`config.mk`:
```
export PLATFORM = sky130hd
export DESIGN_NAME = clk_div_prog
export DESIGN_NICKNAME = d
export VERILOG_FILES = /design/src/rtl/clk_div_prog.sv
export SDC_FILE = /design/constraint.sdc
export NUM_CORES = 1
export LEC_CHECK = 0
export BUFFER_PORTS_ARGS = -buffer_cell sky130_fd_sc_hd__buf_2
export CORE_ASPECT_RATIO = 0.75
export CORE_MARGIN = 1
export CORE_UTILIZATION = 60
export CTS_BUF_LIST = sky130_fd_sc_hd__clkbuf_2
export DETAILED_ROUTE_END_ITERATION = 6
export HOLD_SLACK_MARGIN = 0.12
export PLACE_DENSITY = 0.83
export SYNTH_ARGS = -nofsm -noshare
export SYNTH_HDL_FRONTEND = slang
export SYNTH_SLANG_ARGS = --single-unit
```
`constraint.sdc`:
```
create_clock -name clk -period 9.3 [get_ports clk]
set_input_delay 0 -clock clk [delete_from_list [all_inputs] [get_ports clk]]
set_output_delay 0 -clock clk [all_outputs]
set_load 0.01 [all_outputs]
```
`src/rtl/clk_div_prog.sv`:
```
// rtl/clk_div_prog.sv - runtime-programmable integer clock divider with handshake-loaded ratio
// Optional CLK_DIV_PROG_CNT_EN adds a 16-bit free-running tick counter output tick_cnt.
module clk_div_prog #(
    parameter int W       = 8,
    parameter int DEF_DIV = 2
) (
    input  logic         clk,
    input  logic         reset,
    input  logic         en,
    input  logic [W-1:0] div_in,
    input  logic         div_valid,
    output logic         div_ready,
    output logic         div_err,
    output logic [W-1:0] div_cur,
    output logic         div_out,
`ifdef CLK_DIV_PROG_CNT_EN
    output logic         tick,
    output logic [15:0]  tick_cnt
`else
    output logic         tick
`endif
);

    localparam logic [W-1:0] DEF_N  = W'(DEF_DIV);
    localparam logic [W-1:0] DEF_M1 = W'(DEF_DIV - 1);

    logic [W-1:0] cnt;
    logic [W-1:0] pend_div;
    logic         pend;

    logic         wrap;
    logic         accept;
    logic [W-1:0] cnt_nxt;
    logic [W-1:0] cur_nxt;
    logic [W-1:0] high_nxt;

    assign div_ready = ~pend;
    assign accept    = div_valid & div_ready;

    always_comb begin
        wrap     = en & (cnt == div_cur - W'(1));
        cnt_nxt  = cnt;
        cur_nxt  = div_cur;
        if (wrap) begin
            cnt_nxt = '0;
        end else if (en) begin
            cnt_nxt = cnt + W'(1);
        end
        // A request accepted on this same edge leaves pend low, so it cannot swap yet.
        if (wrap && pend) begin
            cur_nxt = pend_div;
        end
        // ceil(N/2) written so N = 2^W-1 cannot overflow.
        high_nxt = (cur_nxt >> 1) + {{(W-1){1'b0}}, cur_nxt[0]};
    end

    always_ff @(posedge clk) begin
        if (!reset) begin
            cnt      <= DEF_M1;
            div_cur  <= DEF_N;
            div_out  <= 1'b0;
            tick     <= 1'b0;
            div_err  <= 1'b0;
            pend     <= 1'b0;
            pend_div <= DEF_N;
        end else begin
            cnt     <= cnt_nxt;
            div_cur <= cur_nxt;
            div_out <= (cnt_nxt < high_nxt);
            tick    <= wrap;
            div_err <= accept && (div_in == '0);
            if (accept && (div_in != '0)) begin
                pend     <= 1'b1;
                pend_div <= div_in;
            end else if (wrap && pend) begin
                pend <= 1'b0;
            end
        end
    end

`ifdef CLK_DIV_PROG_CNT_EN
    always_ff @(posedge clk) begin
        if (!reset) begin
            tick_cnt <= '0;
        end else if (wrap) begin
            tick_cnt <= tick_cnt + 16'd1;
        end
    end
`endif

endmodule
```
* Yosys cells after proc, flatten, opt, wreduce, memory -nomap -nowiden
Index checks and enable logic that the tools add are counted.
Storage, ports and cells: word-level logic and storage cells 26, latch bits 0, bits in writable memories 0, output and inout port bits 12, ROM bits 0, memories 0, bits of input ports 12, register bits after elaboration 28
Cells by class: bitwise logic cells 3, eq/ne operators 1, multipliers 0, shift operators 0, reductions and logical operators 6, add/subtract/negate cells 3, multiplexer cells 5, divide/modulo/power cells 0, magnitude comparators 1
Operators with widths (count):
- $mux W8 | 3
- $add A7 B1 Y8 | 1
- $add A8 B1 Y8 const B | 1
- $eq A8 B8 Y1 | 1
- $logic_not A8 Y1 | 1
- $lt A8 B8 Y1 | 1
- $reduce_bool A8 Y1 | 1
- $sub A8 B1 Y8 const B | 1
- $logic_and A1 B1 Y1 | 3
- $and A1 B1 Y1 | 2
- $mux W1 | 2
- $reduce_bool A2 Y1 | 1
- $not A1 Y1 | 1

* Depth between registers and ports, before layout
Gate-level depths: netlist of run 1.
depth in word-level cells 7, mapped depth 19, mapped depth without buffers 18

* Least setup slack after synthesis of run 1
Ideal clock, no wire load.
kind register to register, start point register div_cur[0], end point register div_out, required time 9219 ps, buffers on the path 1, arrival time 4092 ps, library setup time 81 ps, cell stages (with the launch flop) 20, clock period less this slack 4173 ps, setup slack 5127 ps, cells stage by stage dfxtp_1 inv_1 ha_1 clkbuf_1 nand2b_1 o211a_1 o31ai_1 o2111ai_4 mux2_4 ha_1 ha_1 nand3_1 xor2_1 nor2_1 a21oi_1 ha_1 a21oi_1 o22ai_1 or4_1 a41oi_1
On the way: longest elaborated chain between the ends 7, elaborated cells on any way between the ends 8, those cells by class add/sub: 2; order compare: 1; eq/ne: 1; mux: 2; bitwise: 1; reduce/logical: 1
Ends and longest elaborated chain:
- start, declared | line 14 | output logic [W-1:0] div_cur,
- start signal, assigned | line 68 | div_cur <= cur_nxt;
- $sub A8 B1 Y8 | line 41 | wrap = en & (cnt == div_cur - W'(1));
- $eq A8 B8 Y1 | line 41
- $and A1 B1 Y1 | line 41
- $logic_and A1 B1 Y1 | line 50 | if (wrap && pend) begin
- $mux W8 * | line 50
- net cur_nxt[0] | line 34 | logic [W-1:0] cur_nxt;
- $add A7 B1 Y8 * | line 54 | high_nxt = (cur_nxt >> 1) + {{(W-1){1'b0}}, cur_nxt[0]};
- $lt A8 B8 Y1 * | line 69 | div_out <= (cnt_nxt < high_nxt);
- end signal, assigned | line 69
- end, declared | line 15 | output logic div_out,
The timed path passes the listed nets; every way through them passes the cells marked *. A chain may end at the register's enable or synchronous reset.

* Worst setup path in the final report of run 1
Ends and elaborated chain as after synthesis.

==> summary.txt, run 1 <==
Outcome
  • Status: complete, no violations

Drt
  • 1st-iter DRT viols: 203
  • Via density per instance: 5.81
  • Post-route DRC: 0
  • Residual antenna-violating net count after detailed routing: 0
  • Routed length per instance: 15.0 um
  • Number of optimization iterations in the first detailed-route pass: 5
  • Count of vias placed by the detailed router: 1657
  • Total wire length after detailed routing: 4280 um

Final layout
  • Cell area after layout: 0.00206 sq mm
  • Final net count: 273
  • Area growth from synthesis to layout: 15.2%
  • Fraction of layout cells with a size suffix above 1: 0.129
  • Storage element area: 561 sq um
  • Area of combinational cells with multiple inputs: 0.00114 sq mm
  • Finished Layout Cells: 285
  • Antenna cells: 0
  • Final core utilization: 0.758
  • FILL cells: 209

Global route
  • Global-route wire length before repair: 7040 um
  • Overall fraction of global-route tracks in use: 0.289
  • Total congestion overflow after global routing: 0
  • Number of antenna violations at the first check in global routing: 0
  • Number of global-route vias before repair: 1494
  • Pin count of the biggest net entering global routing: 18

Yosys
  • FFs w/ async S/R, synth: 0
  • Average cell area after synthesis: 8.18 sq um
  • Post-synth cell types: 38
  • Number of warnings reported in the yosys synthesis log: 0
  • Net count after synthesis: 242
  • Number of flip-flops and latches in the synthesized netlist: 28
  • Post-Synthesis Cells: 219
  • Flip-flop cell with the highest count after synthesis: sky130_fd_sc_hd__dfxtp_1
  • Sequential fraction of the synthesis area: 0.313
  • Area of the mapped netlist: 0.00179 sq mm
  • Number of enable flip-flop cells after synthesis: 0

Job
  • Maxcap violations: 0

Power
  • Cell Pwr Density: 119 mW/mm^2
  • Maximum vdd ir drop: 0.0766 mV
  • Leakage power: 0.000901 uW
  • Final Total Pwr: 245 uW

Die
  • Core Region: 0.00272 sq mm
  • Rows: 16
  • I/O pin cnt: 24
  • Die outline area: 0.00321 sq mm
  • Starting density of the core: 0.658
  • Die width: 65.1 um
  • Vertical extent of the die: 49.3 um

Critical path
  • CP max-delay cell: sky130_fd_sc_hd__dfxtp_1
  • Worst Path Required: 9.62 ns
  • Sort of element at the start of the critical path: flop
  • Reg-to-Reg End: div_out$_SDFF_PN0_
  • Arrival @ worst endpoint: 5.09 ns
  • Depth of the worst register-to-register path: 18
  • Crit-path cells: inv_1 > ha_1 > nand2b_1 > o211a_1 > o31ai_1 > o2111ai_4 > mux2_4 > ha_1 > ha_1 > nand3_1 > xor2_1 > nor2_1 > a21oi_1 > ha_1 > a21oi_1 > o22ai_1 > or4_1 > a41oi_1
  • R2R Path Start: div_cur[0]$_SDFF_PN0_
  • Critical Path Most Common Cell: sky130_fd_sc_hd__ha_1
  • Buf+Inv Stages, Crit Path: 1
  • FF-to-FF setup slack: 4.53 ns
  • Maximum fanout encountered on the critical timing path: 17
  • Delay of the slowest critical-path stage: 0.57 ns
  • Nature of the critical path endpoint: flop
  • Type of the setup path with the least slack: flop to flop
  • Cell family contributing the most delay on the critical path: compound AO/OA/AOI/OAI gates

Placed design
  • Post-detailed-placement half-perimeter wirelength: 2940 um
  • # port buffers: 23
  • GP Congestion: 0.883
  • Placed instance count: 266
  • Placed Area: 0.00189 sq mm

Clock network
  • Clock tree from TritonCTS: done
  • Number of gates given a new drive strength after cts: 0
  • Number of buffers between clock root and the deepest sink: 2
  • H-tree depth: 1
  • Clock latency at the later pin of the worst-skew pair: 0.38 ns
  • Number of clock sinks seen by CTS: 28
  • Post-CTS setup repair buffer count: 0
  • Clock root buffer: sky130_fd_sc_hd__clkbuf_2
  • Number of buffers added by the clock tree synthesis step: 3
  • Clk pin slew, worst setup/hold paths: 0.27 ns

STA
  • Final worst path period share: 0.513
  • Final Max Slew Viols: 0
  • Slew @ Worst Pin: 0.814 ns
  • Maximum clock rate: 210 MHz
  • Setup TNS: 0 ns
  • Final Setup Violations: 0
  • Post-route clock skew: 0.0108 ns
  • Unrepaired setup endpoints after global routing: false
  • Hold Fails Final Rpt: 0
  • Relative slew margins: 0.456
  • Period minus WS final: 4.77 ns

Hold path
  • Hold EP: pend_div[3]$_SDFFE_PN0P_
  • Hold Path Depth: 4
  • Class of the tightest hold or removal check: input port to flop
  • Worst hold path startpoint: div_in[3]
-- synth_stat cells, types with 3 or more instances --
library cell / number / area share
sky130_fd_sc_hd__a21oi_1: 11 / 0.031
sky130_fd_sc_hd__and2_1: 3 / 0.010
sky130_fd_sc_hd__and3_1: 3 / 0.010
sky130_fd_sc_hd__clkbuf_1: 9 / 0.019
sky130_fd_sc_hd__dfxtp_1: 28 / 0.31
sky130_fd_sc_hd__ha_1: 11 / 0.077
sky130_fd_sc_hd__inv_1: 8 / 0.017
sky130_fd_sc_hd__mux2i_1: 10 / 0.056
sky130_fd_sc_hd__nand2_1: 16 / 0.034
sky130_fd_sc_hd__nand2b_1: 4 / 0.014
sky130_fd_sc_hd__nand3_1: 15 / 0.042
sky130_fd_sc_hd__nand4_1: 6 / 0.021
sky130_fd_sc_hd__nor2_1: 31 / 0.065
sky130_fd_sc_hd__nor2b_1: 4 / 0.014
sky130_fd_sc_hd__nor3_1: 3 / 0.0084
sky130_fd_sc_hd__o21ai_0: 6 / 0.017
sky130_fd_sc_hd__or4_1: 3 / 0.013
sky130_fd_sc_hd__xnor2_1: 11 / 0.054
sky130_fd_sc_hd__xor2_1: 13 / 0.064
-- where the power goes --
group | switching [uW] | leakage, uW | internal (uW)
Sequential | 8.98 | 0.000228 | 128
Combinational | 33.2 | 0.000659 | 28.0
Clock | 37.6 | 0.0000140 | 9.33
-- sequential cells by signal, summed over array words and instances, names as in the netlist --
signal	cells
tick	1
pend	1
cnt	8
div_err	1
div_cur	8
div_out	1
pend_div	8
-- per-layer routing --
layer | part of all wire | vias up | track usage
met5 | 0 | - | 0
met4 | 0.014 | 0 | 0.0616
met3 | 0.085 | 9 | 0.0678
met2 | 0.45 | 79 | 0.472
met1 | 0.45 | 752 | 0.386
li1 | - | 817 | -
-- worst max-delay path by stage --
stage,start,slack [ns],to,cells after the start
floorplan,div_cur[0]$_SDFF_PN0_,5.13,div_out$_SDFF_PN0_,19
global placement,div_cur[0]$_SDFF_PN0_,4.81,div_out$_SDFF_PN0_,18
detailed placement,div_cur[0]$_SDFF_PN0_,4.67,div_out$_SDFF_PN0_,18
CTS,div_cur[0]$_SDFF_PN0_,4.58,div_out$_SDFF_PN0_,18
global route,div_cur[3]$_SDFF_PN0_,4.16,div_out$_SDFF_PN0_,16
finish,div_cur[0]$_SDFF_PN0_,4.53,div_out$_SDFF_PN0_,18
-- layout make-up --
cell class | count | area share
multi-input combinational | 171 | 0.554
sequential | 28 | 0.272
timing repair buffer | 38 | 0.129
tap | 36 | 0.0218
inverter | 8 | 0.0146
clock buffer | 3 | 0.00728
clock inverter | 1 | 0.00182
-- cells by family (layout without fill, tap and decap cells) --
logic type	after synthesis	after routing	share of synthesized area
flip-flops	28	28	0.313
buffers and inverters	20	50	0.0489
adder cells (fa/ha/maj)	11	11	0.0768
XOR/XNOR	24	24	0.117
multiplexers	12	12	0.0726
AO/OA/AOI/OAI	31	31	0.123
AND/OR/NAND/NOR	93	93	0.249
-- worst min-delay path, stage by stage --
cell and delay (ns):
sky130_fd_sc_hd__dlygate4sd3_1 0.52, sky130_fd_sc_hd__buf_2 0.10, sky130_fd_sc_hd__mux2i_1 0.06, sky130_fd_sc_hd__nor2_1 0.08
-- repair_timing --
item,in CTS,in global routing
hold endpoints to repair,21,0
hold buffers,15,0
endpoints found under the setup margin,0,0
-- per-stage QoR --
step / hold WS, ns / setup slack [ns]
floorplan: 0.0762 / 5.13
global placement: 0.245 / 4.81
detailed placement: 0.251 / 4.67
CTS: 0.378 / 4.58
global route: 0.412 / 4.16
finish: 0.401 / 4.53
-- cell usage in the layout (no fill, tap or decap), types with 2 or more instances in the layout --
master / n
sky130_fd_sc_hd__nor2_1: 31
sky130_fd_sc_hd__dfxtp_1: 28
sky130_fd_sc_hd__buf_2: 23
sky130_fd_sc_hd__nand2_1: 16
sky130_fd_sc_hd__nand3_1: 15
sky130_fd_sc_hd__dlygate4sd3_1: 15
sky130_fd_sc_hd__xor2_1: 13
sky130_fd_sc_hd__a21oi_1: 11
sky130_fd_sc_hd__xnor2_1: 11
sky130_fd_sc_hd__ha_1: 11
sky130_fd_sc_hd__mux2i_1: 10
sky130_fd_sc_hd__inv_1: 8
sky130_fd_sc_hd__nand4_1: 6
sky130_fd_sc_hd__o21ai_0: 6
sky130_fd_sc_hd__nor2b_1: 4
sky130_fd_sc_hd__nand2b_1: 4
sky130_fd_sc_hd__nor3_1: 3
sky130_fd_sc_hd__and3_1: 3
sky130_fd_sc_hd__and2_1: 3
sky130_fd_sc_hd__or4_1: 3
sky130_fd_sc_hd__clkbuf_2: 3
sky130_fd_sc_hd__or2_2: 2
sky130_fd_sc_hd__o31ai_1: 2
sky130_fd_sc_hd__or3_1: 2
sky130_fd_sc_hd__o211a_1: 2
sky130_fd_sc_hd__mux2_4: 2
Power figures use the tool's default switching activity.
==> run 2: changes to the inputs <==
--- a/config.mk
+++ b/config.mk
@@ -8,11 +8,11 @@
 export BUFFER_PORTS_ARGS = -buffer_cell sky130_fd_sc_hd__buf_2
 export CORE_ASPECT_RATIO = 0.75
 export CORE_MARGIN = 1
-export CORE_UTILIZATION = 60
+export CORE_UTILIZATION = 54
 export CTS_BUF_LIST = sky130_fd_sc_hd__clkbuf_2
 export DETAILED_ROUTE_END_ITERATION = 6
 export HOLD_SLACK_MARGIN = 0.12
-export PLACE_DENSITY = 0.83
+export PLACE_DENSITY = 0.78
 export SYNTH_ARGS = -nofsm -noshare
 export SYNTH_HDL_FRONTEND = slang
 export SYNTH_SLANG_ARGS = --single-unit
==> constraint.sdc (replaced) <==
create_clock -name clk -period 4.1 [get_ports clk]
set_input_delay 0 -clock clk [delete_from_list [all_inputs] [get_ports clk]]
set_output_delay 0 -clock clk [all_outputs]
set_load 0.01 [all_outputs]
==> run 2 against run 1 <==
- power up 140%
- fmax up 19%
- register-to-register slack worse by 4.5 ns
- core utilization down 0.42 points
- global-route usage down 2.7 points
- setup slack worse by 4.5 ns
- die area up 11%
- critical path depth down 2
- sequential power up 120%
- critical path type unchanged
- critical endpoint unchanged
- highest routed layer unchanged
==> summary.txt, run 2 (same netlist as run 1, synthesis figures left out) <==
Critical path
  • Nature of the critical path endpoint: flop
  • Type of the setup path with the least slack: flop to flop
  • Crit-path cells: or3_4 > or3_4 > a211oi_4 > o2111ai_4 > mux2i_2 > ha_2 > buf_6 > nand3_2 > nor2_2 > xor2_1 > o21ai_2 > ha_1 > nand3_2 > o22ai_1 > or4_4 > a41oi_2
  • Arrival @ worst endpoint: 4.34 ns
  • Depth of the worst register-to-register path: 16
  • Delay of the slowest critical-path stage: 0.48 ns
  • Launching instance or port of the critical path: div_cur[2]$_SDFF_PN0_
  • Maximum fanout encountered on the critical timing path: 3
  • Sort of element at the start of the critical path: flop
  • CP max-delay cell: sky130_fd_sc_hd__or4_4
  • Worst Path Required: 4.42 ns
  • R2R Path Start: div_cur[2]$_SDFF_PN0_

STA
  • Final worst path period share: 0.981
  • Post-route clock skew: 0.0133 ns
  • Maximum clock rate: 249 MHz
  • Slew @ Worst Pin: 0.840 ns
  • Period minus WS final: 4.02 ns
  • Final Max Slew Viols: 0
  • Relative slew margins: 0.439
  • Final Setup Violations: 0
  • Hold Fails Final Rpt: 0
  • Hold slack: 0.414 ns
  • Slack of the critical path: 0.0772 ns

Placed design
  • # port buffers: 23
  • GP Congestion: 0.845
  • Post-detailed-placement half-perimeter wirelength: 3040 um
  • Placed Area: 0.00197 sq mm
  • Placed instance count: 276
  • Pre-CTS setup slack: 0.0468 ns

Final layout
  • Finished Layout Cells: 299
  • Area growth from synthesis to layout: 27.9%
  • Cell area after layout: 0.00229 sq mm
  • Commonest cells after routing, fill and taps aside: 29 x sky130_fd_sc_hd__nor2_1, 25 x sky130_fd_sc_hd__dfxtp_1, 23 x sky130_fd_sc_hd__buf_2
  • Fraction of layout cells with a size suffix above 1: 0.257
  • Final net count: 285
  • Antenna cells: 0
  • FILL cells: 223
  • Registers with the most flip-flops: cnt x8, div_cur x8, pend_div x8
  • Leading cell type in the layout, fill and taps excluded: sky130_fd_sc_hd__nor2_1

Drt
  • Total wire length after detailed routing: 4570 um
  • Count of vias placed by the detailed router: 1680
  • Post-route DRC: 0
  • 1st-iter DRT viols: 137
  • Via density per instance: 5.62
  • Number of optimization iterations in the first detailed-route pass: 5
  • Routed length per instance: 15.3 um
  • Residual antenna-violating net count after detailed routing: 0

Power
  • Final Total Pwr: 578 uW
  • Maximum vdd ir drop: 0.242 mV
  • Leakage power: 0.000976 uW
  • Cell Pwr Density: 252 mW/mm^2

Job
  • Maxcap violations: 0

Clock network
  • Clock latency at the later pin of the worst-skew pair: 0.37 ns
  • Clk pin slew, worst setup/hold paths: 0.27 ns
  • Clock tree from TritonCTS: done
  • Number of buffers added by the clock tree synthesis step: 3
  • Number of clock sinks seen by CTS: 28
  • Clock root buffer: sky130_fd_sc_hd__clkbuf_2
  • Number of buffers between clock root and the deepest sink: 2
  • H-tree depth: 1

Die
  • Vertical extent of the die: 51.9 um
  • Core Region: 0.00304 sq mm
  • Die outline area: 0.00355 sq mm
  • I/O pin cnt: 24
  • Die width: 68.5 um
  • Rows: 17
  • Starting density of the core: 0.589

Hold path
  • Class of the tightest hold or removal check: input port to flop
  • Hold Path Depth: 4
  • Worst hold path startpoint: div_in[7]

Global route
  • Number of antenna violations at the first check in global routing: 0
  • Overall fraction of global-route tracks in use: 0.262
  • Number of global-route vias before repair: 1513
  • Total congestion overflow after global routing: 0
  • Pin count of the biggest net entering global routing: 17
  • Global-route wire length before repair: 6840 um

Outcome
  • Status: complete, no violations
==> run 2: final cells by class <==
| type | count | area, sq um | area share |
|---|---|---|---|
| multi-input combinational | 171 | 1260 | 0.551 |
| sequential | 28 | 569 | 0.248 |
| timing repair buffer | 50 | 363 | 0.158 |
| tap | 38 | 47.5 | 0.0207 |
| inverter | 8 | 30.0 | 0.0131 |
| clock buffer | 3 | 15.0 | 0.00655 |
| clock inverter | 1 | 3.75 | 0.00164 |
==> run 2: critical path: cells and delay by family (launching register included) <==
family                     cells  cell delay (ns)
xor gates and xnor gates       1             0.21
and+or+nand+nor                6             1.60
adders and majority gates      2             0.58
buffers and inverters          1             0.12
AOI/OAI and AO/OA              5             0.78
DFF                            1             0.40
muxes                          1             0.29
==> run 2: routing by layer <==
layer | GRT usage | share of wire
met2 | 0.422 | 0.47
met4 | 0.0521 | 0.013
met3 | 0.0461 | 0.056
met5 | 0 | 0
met1 | 0.364 | 0.46
==> run 2: metrics by stage <==
stage / util / setup TNS, ns
2_1_floorplan: - / 0
3_3_place_gp: 0.647 / 0
3_5_place_dp: 0.647 / 0
4_1_cts: 0.712 / 0
5_1_grt: 0.754 / -0.0619
6_report: 0.754 / 0
==> run 2: path summary, 6_finish.rpt <==
path,slack [ns],end
worst max-delay path,0.08,div_out$_SDFF_PN0_
worst min-delay path,0.41,pend_div[7]$_SDFFE_PN0P_
worst max register to register,0.08,div_out$_SDFF_PN0_
worst min register to register,0.55,pend_div[0]$_SDFFE_PN0P_
==> run 2: power by group <==
group          internal [uW]  switching (uW)
clock network           21.2            84.1
logic                   78.7            86.8
registers                289            19.0
==> run 2: repair_timing <==
| action | CTS | global route |
|---|---|---|
| buffers inserted | 2 | 2 |
| gates resized for setup | 4 | 24 |
| endpoints found under the setup margin | 1 | 1 |
| pin swaps | 1 | 7 |
| endpoints found under the hold margin | 21 | 0 |
| hold buffers | 15 | 0 |
==> run 3: changes to the inputs <==
==> constraint.sdc (replaced) <==
create_clock -name clk -period 3.5 [get_ports clk]
set_input_delay 0 -clock clk [delete_from_list [all_inputs] [get_ports clk]]
set_output_delay 0 -clock clk [all_outputs]
set_load 0.01 [all_outputs]
==> run 3 against run 2 <==
- the flow now finishes with violations (negative setup slack)
- sequential power is 16% higher
- wire length up 14%
- core utilization up 2.1 points
- sequential share of layout area down 0.84 points
- flip-flop and latch count stayed put
- clock skew down 0.0051 ns
- global-route usage grew 5.9 points
- largest cell class unchanged
==> summary.txt, run 3 (same netlist as run 1, synthesis figures left out) <==
Outcome
  • Status: finished with violations
  • Violations in the final reports: negative setup slack

Placed design
  • Placed instance count: 293
  • # port buffers: 23
  • Pre-CTS setup slack: -0.375 ns
  • GP Congestion: 0.862
  • Post-detailed-placement half-perimeter wirelength: 3390 um
  • Placed Area: 0.00213 sq mm

STA
  • Slew @ Worst Pin: 0.931 ns
  • Relative slew margins: 0.378
  • Post-route clock skew: 0.00815 ns
  • Hold Fails Final Rpt: 0
  • Final Setup Violations: 1
  • Period minus WS final: 3.97 ns
  • Final worst path period share: 1.13
  • Maximum clock rate: 252 MHz
  • Unrepaired setup endpoints after global routing: true
  • Slack of the critical path: -0.468 ns
  • Final Max Slew Viols: 0

Die
  • Starting density of the core: 0.589
  • Die outline area: 0.00355 sq mm
  • I/O pin cnt: 24
  • Rows: 17
  • Die width: 68.5 um
  • Core Region: 0.00304 sq mm
  • Vertical extent of the die: 51.9 um

Hold path
  • Hold EP: pend_div[6]$_SDFFE_PN0P_
  • Class of the tightest hold or removal check: input port to flop
  • Worst hold path startpoint: div_in[6]
  • Hold Path Depth: 4

Drt
  • Total wire length after detailed routing: 5220 um
  • Via density per instance: 5.76
  • Number of optimization iterations in the first detailed-route pass: 5
  • Routed length per instance: 16.8 um
  • 1st-iter DRT viols: 117
  • Residual antenna-violating net count after detailed routing: 0
  • Count of vias placed by the detailed router: 1791
  • Post-route DRC: 0

Global route
  • Overall fraction of global-route tracks in use: 0.321
  • Pin count of the biggest net entering global routing: 15
  • Number of global-route vias before repair: 1746
  • Total congestion overflow after global routing: 0
  • Number of antenna violations at the first check in global routing: 0
  • Global-route wire length before repair: 8250 um

Clock network
  • H-tree depth: 1
  • Clock latency at the later pin of the worst-skew pair: 0.36 ns
  • Clock root buffer: sky130_fd_sc_hd__clkbuf_2
  • Clock tree from TritonCTS: done
  • Clk pin slew, worst setup/hold paths: 0.27 ns
  • Number of buffers added by the clock tree synthesis step: 3
  • Number of clock sinks seen by CTS: 28
  • Post-CTS setup repair buffer count: 0
  • Number of buffers between clock root and the deepest sink: 2

Critical path
  • Delay of the slowest critical-path stage: 0.49 ns
  • CP max-delay cell: sky130_fd_sc_hd__or4_1
  • R2R Path Start: div_cur[2]$_SDFF_PN0_
  • Worst Path Required: 3.81 ns
  • Reg-to-Reg End: div_out$_SDFF_PN0_
  • Nature of the critical path endpoint: flop
  • Crit-path cells: or3_4 > or3_4 > a211oi_4 > o2111ai_4 > mux2_4 > ha_4 > ha_4 > nand3_2 > xor2_1 > nor2_1 > a21oi_1 > ha_1 > a21oi_2 > o22ai_1 > or4_1 > a41oi_2
  • Arrival @ worst endpoint: 4.28 ns
  • Maximum fanout encountered on the critical timing path: 5
  • Depth of the worst register-to-register path: 16
  • Sort of element at the start of the critical path: flop
  • FF-to-FF setup slack: -0.47 ns
  • Type of the setup path with the least slack: flop to flop

Final layout
  • Commonest cells after routing, fill and taps aside: 31 x sky130_fd_sc_hd__nor2_1, 25 x sky130_fd_sc_hd__buf_4, 24 x sky130_fd_sc_hd__dfxtp_1
  • Cell area after layout: 0.00236 sq mm
  • Fraction of layout cells with a size suffix above 1: 0.271
  • Finished Layout Cells: 311
  • FILL cells: 211
  • Area growth from synthesis to layout: 31.6%
  • Leading cell type in the layout, fill and taps excluded: sky130_fd_sc_hd__nor2_1
  • Antenna cells: 0
  • Final net count: 298
  • Registers with the most flip-flops: cnt x8, div_cur x8, pend_div x8

Job
  • Maxcap violations: 0

Power
  • Maximum vdd ir drop: 0.177 mV
  • Leakage power: 0.00104 uW
  • Cell Pwr Density: 292 mW/mm^2
## run 3: cell types whose count changed in the layout (fill, tap and decap cells not counted), moves of 2 or more
cell and change:
sky130_fd_sc_hd__nor2_1 +2, sky130_fd_sc_hd__buf_6 -2, sky130_fd_sc_hd__nor2_2 -2, sky130_fd_sc_hd__buf_4 +15, sky130_fd_sc_hd__dfxtp_2 +3, sky130_fd_sc_hd__dfxtp_4 -2
## run 3: per-stage QoR
stage	power [uW]	setup TNS (ns)	util	hold WS (ns)
6_report	688	-0.468	0.775	0.406
2_1_floorplan	474	-0.375	-	0.0762
4_1_cts	670	-0.380	0.762	0.394
3_5_place_dp	537	-0.375	0.701	0.253
5_1_grt	724	-0.606	0.775	0.381
3_3_place_gp	532	-0.306	0.701	0.249
## run 3: worst max-delay path by stage
stage | startpoint | to | cells after the start
floorplan | div_cur[2]$_SDFF_PN0_ | div_out$_SDFF_PN0_ | 17
global placement | div_cur[2]$_SDFF_PN0_ | div_out$_SDFF_PN0_ | 16
detailed placement | div_cur[2]$_SDFF_PN0_ | div_out$_SDFF_PN0_ | 16
CTS | div_cur[2]$_SDFF_PN0_ | div_out$_SDFF_PN0_ | 16
global route | div_cur[3]$_SDFF_PN0_ | div_out$_SDFF_PN0_ | 16
finish | div_cur[2]$_SDFF_PN0_ | div_out$_SDFF_PN0_ | 16
## run 3: area by class of cell
class / count / area (sq um) / area share
Clock buffer: 3 / 15.0 / 0.00637
Inverter: 8 / 30.0 / 0.0127
Multi-Input combinational cell: 171 / 1250 / 0.529
Sequential cell: 28 / 566 / 0.240
Tap cell: 38 / 47.5 / 0.0202
Timing Repair Buffer: 63 / 453 / 0.192
## run 3: critical path: cells and delay by family, from the launching register on
family	cells	cell delay [ns]
adders and majority gates	3	0.65
muxes	1	0.36
DFF	1	0.39
xor gates and xnor gates	1	0.14
and+or+nand+nor	5	1.40
AOI/OAI and AO/OA	6	0.99
## run 3: metal layers
layer | up-vias | global-route usage | wire length, um
met5 | - | 0 | 0
met4 | 0 | 0.0729 | 112
met3 | 16 | 0.0548 | 367
met2 | 91 | 0.554 | 2530
met1 | 826 | 0.411 | 2220
li1 | 858 | - | -
## run 3: where the power goes
group | switching (uW) | leakage (uW) | internal (uW) | total [uW]
Combinational | 111 | 0.000796 | 98.8 | 210
Clock | 97.3 | 0.0000125 | 23.3 | 121
Sequential | 18.4 | 0.000229 | 339 | 358
## run 3: timing repair
action / CTS / global route
hold endpoints to repair: 21 / 0
pin swaps: 2 / 2
hold buffers: 15 / 0
setup endpoints to repair: 1 / 1
resized for setup: 4 / 7
